<file path="src/rtl/uart_start_detect.sv">
`timescale 1ns / 1ps
// uart_start_detect: start-bit detector for the serial receive path.
//
// Synchronises the raw serial line, ignores it for a short quiet period after
// reset, then qualifies a start edge by re-checking the line at mid-bit on the
// oversample tick. A confirmed start raises enable_o until the receiver reports
// frame_done_i or MAX_TICKS oversample ticks elapse since the start edge.
//
// Parameters:
//   OSR          oversample ticks per bit (even, >= 4)
//   QUIET_CYCLES clk cycles after reset release with detection disabled (>= 1)
//   MAX_TICKS    ticks after the start edge before a forced timeout (> OSR/2)
//   IDLE_LEVEL   idle level of the line; a start bit is the opposite level
//
// Ports:
//   clk_i          system clock, rising edge
//   rst_ni         asynchronous active-low reset
//   in_i           raw serial line, asynchronous to clk_i
//   sample_tick_i  oversample strobe, one clk wide
//   frame_done_i   receiver finished its frame (pulse)
//   enable_o       level, high while a confirmed frame is in progress
//   start_o        pulse, start bit confirmed
//   false_start_o  pulse, start edge rejected as a glitch
//   timeout_o      pulse, MAX_TICKS reached without frame_done_i
//   tick_cnt_o     ticks since the start edge, 0 while quiet or idle
//   false_cnt_o    saturating count of false starts (only with STARTDET_STATS_EN)
//
// Build option: define STARTDET_STATS_EN to add the false_cnt_o statistics port.

module uart_start_detect #(
  parameter int unsigned OSR          = 16,
  parameter int unsigned QUIET_CYCLES = 15,
  parameter int unsigned MAX_TICKS    = 160,
  parameter bit          IDLE_LEVEL   = 1'b1,
  localparam int unsigned CNT_W       = $clog2(MAX_TICKS + 1)
) (
  input  logic             clk_i,
  input  logic             rst_ni,
  input  logic             in_i,
  input  logic             sample_tick_i,
  input  logic             frame_done_i,
  output logic             enable_o,
  output logic             start_o,
  output logic             false_start_o,
  output logic             timeout_o,
  output logic [CNT_W-1:0] tick_cnt_o
`ifdef STARTDET_STATS_EN
  ,
  output logic [7:0]       false_cnt_o
`endif
);

  // Quiet counter only needs to reach QUIET_CYCLES-1.
  localparam int unsigned QW = (QUIET_CYCLES > 1) ? $clog2(QUIET_CYCLES) : 1;

  localparam logic [QW-1:0]    QuietLast = QW'(QUIET_CYCLES - 1);
  localparam logic [CNT_W-1:0] HalfOsr   = CNT_W'(OSR / 2);
  localparam logic [CNT_W-1:0] MaxTicks  = CNT_W'(MAX_TICKS);

  typedef enum logic [1:0] {
    StQuiet,
    StIdle,
    StVerify,
    StActive
  } state_e;

  state_e           state_q, state_d;
  logic [QW-1:0]    quiet_cnt_q, quiet_cnt_d;
  logic [CNT_W-1:0] tick_cnt_q, tick_cnt_d;
  logic [CNT_W-1:0] tick_cnt_inc;
  logic             enable_q, enable_d;
  logic             start_q, start_d;
  logic             false_start_q, false_start_d;
  logic             timeout_q, timeout_d;
  logic [1:0]       sync_q;
  logic             in_s;
  logic             active;

  // Two-flop synchroniser; resets to the idle level so reset never looks like a start.
  always_ff @(posedge clk_i or negedge rst_ni) begin
    if (!rst_ni) begin
      sync_q <= {2{IDLE_LEVEL}};
    end else begin
      sync_q <= {sync_q[0], in_i};
    end
  end

  assign in_s         = sync_q[1];
  assign active       = (in_s != IDLE_LEVEL);
  assign tick_cnt_inc = tick_cnt_q + CNT_W'(1);

  always_comb begin
    state_d       = state_q;
    quiet_cnt_d   = quiet_cnt_q;
    tick_cnt_d    = tick_cnt_q;
    enable_d      = enable_q;
    start_d       = 1'b0;
    false_start_d = 1'b0;
    timeout_d     = 1'b0;

    unique case (state_q)
      StQuiet: begin
        tick_cnt_d = '0;
        enable_d   = 1'b0;
        // Saturate at the last value so the counter can never wrap.
        if (quiet_cnt_q == QuietLast) begin
          state_d = StIdle;
        end else begin
          quiet_cnt_d = quiet_cnt_q + QW'(1);
        end
      end

      StIdle: begin
        tick_cnt_d = '0;
        enable_d   = 1'b0;
        if (sample_tick_i && active) begin
          tick_cnt_d = CNT_W'(1);
          state_d    = StVerify;
        end
      end

      StVerify: begin
        if (sample_tick_i) begin
          if (!active) begin
            false_start_d = 1'b1;
            tick_cnt_d    = '0;
            state_d       = StIdle;
          end else begin
            tick_cnt_d = tick_cnt_inc;
            if (tick_cnt_inc == HalfOsr) begin
              start_d  = 1'b1;
              enable_d = 1'b1;
              state_d  = StActive;
            end
          end
        end
      end

      StActive: begin
        // frame_done_i takes priority over a coincident timeout tick.
        if (frame_done_i) begin
          enable_d   = 1'b0;
          tick_cnt_d = '0;
          state_d    = StIdle;
        end else if (sample_tick_i) begin
          if (tick_cnt_inc == MaxTicks) begin
            timeout_d  = 1'b1;
            enable_d   = 1'b0;
            tick_cnt_d = '0;
            state_d    = StIdle;
          end else begin
            tick_cnt_d = tick_cnt_inc;
          end
        end
      end

      default: begin
        state_d    = StQuiet;
        tick_cnt_d = '0;
        enable_d   = 1'b0;
      end
    endcase
  end

  always_ff @(posedge clk_i or negedge rst_ni) begin
    if (!rst_ni) begin
      state_q       <= StQuiet;
      quiet_cnt_q   <= '0;
      tick_cnt_q    <= '0;
      enable_q      <= 1'b0;
      start_q       <= 1'b0;
      false_start_q <= 1'b0;
      timeout_q     <= 1'b0;
    end else begin
      state_q       <= state_d;
      quiet_cnt_q   <= quiet_cnt_d;
      tick_cnt_q    <= tick_cnt_d;
      enable_q      <= enable_d;
      start_q       <= start_d;
      false_start_q <= false_start_d;
      timeout_q     <= timeout_d;
    end
  end

  assign enable_o      = enable_q;
  assign start_o       = start_q;
  assign false_start_o = false_start_q;
  assign timeout_o     = timeout_q;
  assign tick_cnt_o    = tick_cnt_q;

`ifdef STARTDET_STATS_EN
  logic [7:0] false_cnt_q, false_cnt_d;

  // Counts alongside the false_start pulse so both appear on the same edge.
  always_comb begin
    false_cnt_d = false_cnt_q;
    if (false_start_d && (false_cnt_q != 8'hFF)) begin
      false_cnt_d = false_cnt_q + 8'd1;
    end
  end

  always_ff @(posedge clk_i or negedge rst_ni) begin
    if (!rst_ni) begin
      false_cnt_q <= 8'h00;
    end else begin
      false_cnt_q <= false_cnt_d;
    end
  end

  assign false_cnt_o = false_cnt_q;
`else
  // Statistics counter not built.
`endif

endmodule

</file>
<file path="config.mk">
export PLATFORM = sky130hd
export DESIGN_NAME = uart_start_detect
export DESIGN_NICKNAME = d
export VERILOG_FILES = /design/src/rtl/uart_start_detect.sv
export SDC_FILE = /design/constraint.sdc
export NUM_CORES = 1
export LEC_CHECK = 0
export BUFFER_PORTS_ARGS = -buffer_cell sky130_fd_sc_hd__buf_2
export CORE_MARGIN = 4
export CORE_UTILIZATION = 50
export DETAILED_ROUTE_END_ITERATION = 10
export PLACE_DENSITY_LB_ADDON = 0.1
export SLEW_MARGIN = 15
export SYNTH_ARGS = -nofsm -noshare
export SYNTH_HDL_FRONTEND = slang
export SYNTH_SLANG_ARGS = --single-unit
</file>
<file path="constraint.sdc">
create_clock -name clk_i -period 2.4 [get_ports clk_i]
set_input_delay 0.24 -clock clk_i [delete_from_list [all_inputs] [get_ports clk_i]]
set_output_delay 0.24 -clock clk_i [all_outputs]
set_load 0.05 [all_outputs]
</file>
==> results.tsv <==
metric	value	unit
outcome	finished, final reports clean	
setup_tns	0	ns
slew_violations	0	
hold_depth	1	
cp_top_family	simple AND/OR/NAND/NOR gates	
rows	16	
yosysTopAreaCellShare	0.401	
synth_top_flop_cell	dfrtp_1	
power	1.05	mW
port_buffers	16	
power_leakage	0.614	nW
relSlewSlack	0.646	
critPathBufInv	0	
grt_first_pass_wirelength	3860	µm
yosysWarningCount	0	
fill_cells	181	
crit_chain	ha_1 -> and4_1 -> a2bb2oi_1 -> or4_4 -> a2111o_1 -> mux2i_1	
synth_cells	111	
gp_congestion	0.809	
track_usage	0.155	
critPathSlowestCell	or4_4	
synth_area	1120	µm²
ys_ff_latch	20	
grt_max_degree	21	
instances_no_fill	158	
setup_viol	0	
final.min_clock_period	2.20	ns
register_area	505	µm²
ys_top_cells_by_area	dfrtp_1 (40%), ha_1 (8.9%), dfstp_2 (4.7%), nand2_1 (4.7%), xnor2_1 (3.9%)	
wl_per_cell	13.6	µm
place_area	1230	µm²
multiInputGateArea	574	µm²
cts_tree	yes	
place_inst	153	
clockBufferDepth	2	
fmax	0.455	GHz
die_area	3070	µm²
dpl.hpwl	1590	µm
fin_util	0.626	
cap_violations	0	
rsz0062_at_grt	false	
finalClockSkew	0.00536	ns
crit_cells	6	
diodes	0	
clk_pin_slew	0.11	ns
grt_pass1_vias	876	
worstHoldPathType	input pin to flop	
critPathMaxStageDelay	0.50	ns
synth_edf_count	0	
worst-setup-path-type	flop to flop	
hold_violations	0	
via_per_inst	5.59	
setup_slack	0.201	ns
core	2040	µm²
ant_nets	0	
cts_sinks	20	
root_buffer	clkbuf_4	
reg2reg_depth	6	
worst_slew_pin_slew	0.528	ns
hold_slack	0.0226	ns
start_util	0.550	
cp.required	2.60	ns
ys_seq_area_frac	0.448	
cp-startpoint	tick_cnt_o[0]$_DFFE_PN0P_	
vdd_drop_max	0.000593	V
critPathMaxFanout	7	
syn_to_final_growth	13.8	%
routed_wl	2150	µm
design_area	1280	µm²
async_flop_share	1.00	
vias	883	
netlist_top_cells_count	dfrtp_1 (18), nand2_1 (14), ha_1 (8)	
final_nets	145	
h-tree-depth	1	
cp.arrival	2.39	ns
end_kind	flop	
pre_cts_ws	0.238	ns
syn-num-nets	124	
hp-start	in_i	
powerDensity	826	nW/µm²
die_w	55.4	µm
io_pins	17	
antenna_found_initial	0	
grt_overflow	0	
synth_area_per_cell	10.1	µm²
first_pass_iters	4	
post-route-period-util	0.916	
cts_buffers	3	
die_h	55.4	µm
synthMostInstantiatedCell	dfrtp_1	
yosysTopAreaCell	dfrtp_1	
drc_errors	0	
drive_gt1_frac	0.214	
clock_latency	0.30	ns
postCtsSetupBuffers	0	
ys_types	36	
r2r_start	tick_cnt_o[0]$_DFFE_PN0P_	
initialDrtViolationCount	6	
crit_path_start_kind	flop	
## repair_timing
item / 4_1_cts / 5_1_grt
hold buffers: 1 / 0
gates resized for setup: 0 / 0
hold endpoints to repair: 18 / 0
## worst paths after layout
path,end,slack [ns]
max,state_q[1]$_DFFE_PN0P_,0.20
min,sync_q[0]$_DFF_PN1_,0.02
max reg2reg,state_q[1]$_DFFE_PN0P_,0.20
min reg2reg,sync_q[1]$_DFF_PN1_,0.36
max in group asynchronous,sync_q[0]$_DFF_PN1_,1.66
min in group asynchronous,quiet_cnt_q[2]$_DFFE_PN0P_,0.40
## metal layers
metal,share of wire,vias up,GRT usage
li1,-,439,-
met1,0.49,425,0.208
met2,0.47,14,0.242
met3,0.028,5,0.0256
met4,0.017,0,0.0729
met5,0,-,0
## power breakdown
group	switching, mW	internal, mW	leakage [nW]	total [mW]
sequential	0.0613	0.404	0.257	0.466
combinational	0.235	0.158	0.336	0.393
clock	0.104	0.0926	0.0210	0.197
## layout by cell type, fill, tap and decap left out, types with 2 or more instances in the layout
cell,synthesis,routed
nor2b_1,2,2
nand3_1,4,4
dfstp_2,2,2
ha_1,8,8
nand4_1,3,3
dfrtp_1,18,16
mux2i_1,3,3
inv_1,6,6
nand2b_1,4,4
xnor2_1,5,5
buf_2,0,16
buf_4,1,2
a21oi_1,3,3
nor2_1,3,3
and4_1,2,2
nor3_1,2,2
nand2_1,14,14
and2b_1,2,2
clkbuf_4,0,3
o31ai_1,4,4
dfrtp_2,0,2
xor2_1,2,2
o21ai_0,7,7
## cell families after synthesis
| group | share of synthesized area |
|---|---|
| xor gates and xnor gates | 0.0546 |
| DFF | 0.448 |
| AOI/OAI and AO/OA | 0.142 |
| and+or+nand+nor | 0.200 |
| buffers and inverters | 0.0401 |
| muxes | 0.0268 |
| adders and majority gates | 0.0892 |
## sequential cells by signal, indices dropped and copies added, names as in the netlist
signal / flops
false_start_o: 1
quiet_cnt_q: 4
timeout_o: 1
start_o: 1
enable_o: 1
sync_q: 2
state_q: 2
tick_cnt_o: 8
## final cells by class
cell class	instances	area share
sequential	20	0.396
tap	27	0.0264
timing repair buffer	19	0.0823
clock buffer	4	0.0284
inverter	6	0.0176
multi-input combinational	82	0.450
Note: power is estimated with default switching activity, not from simulation.
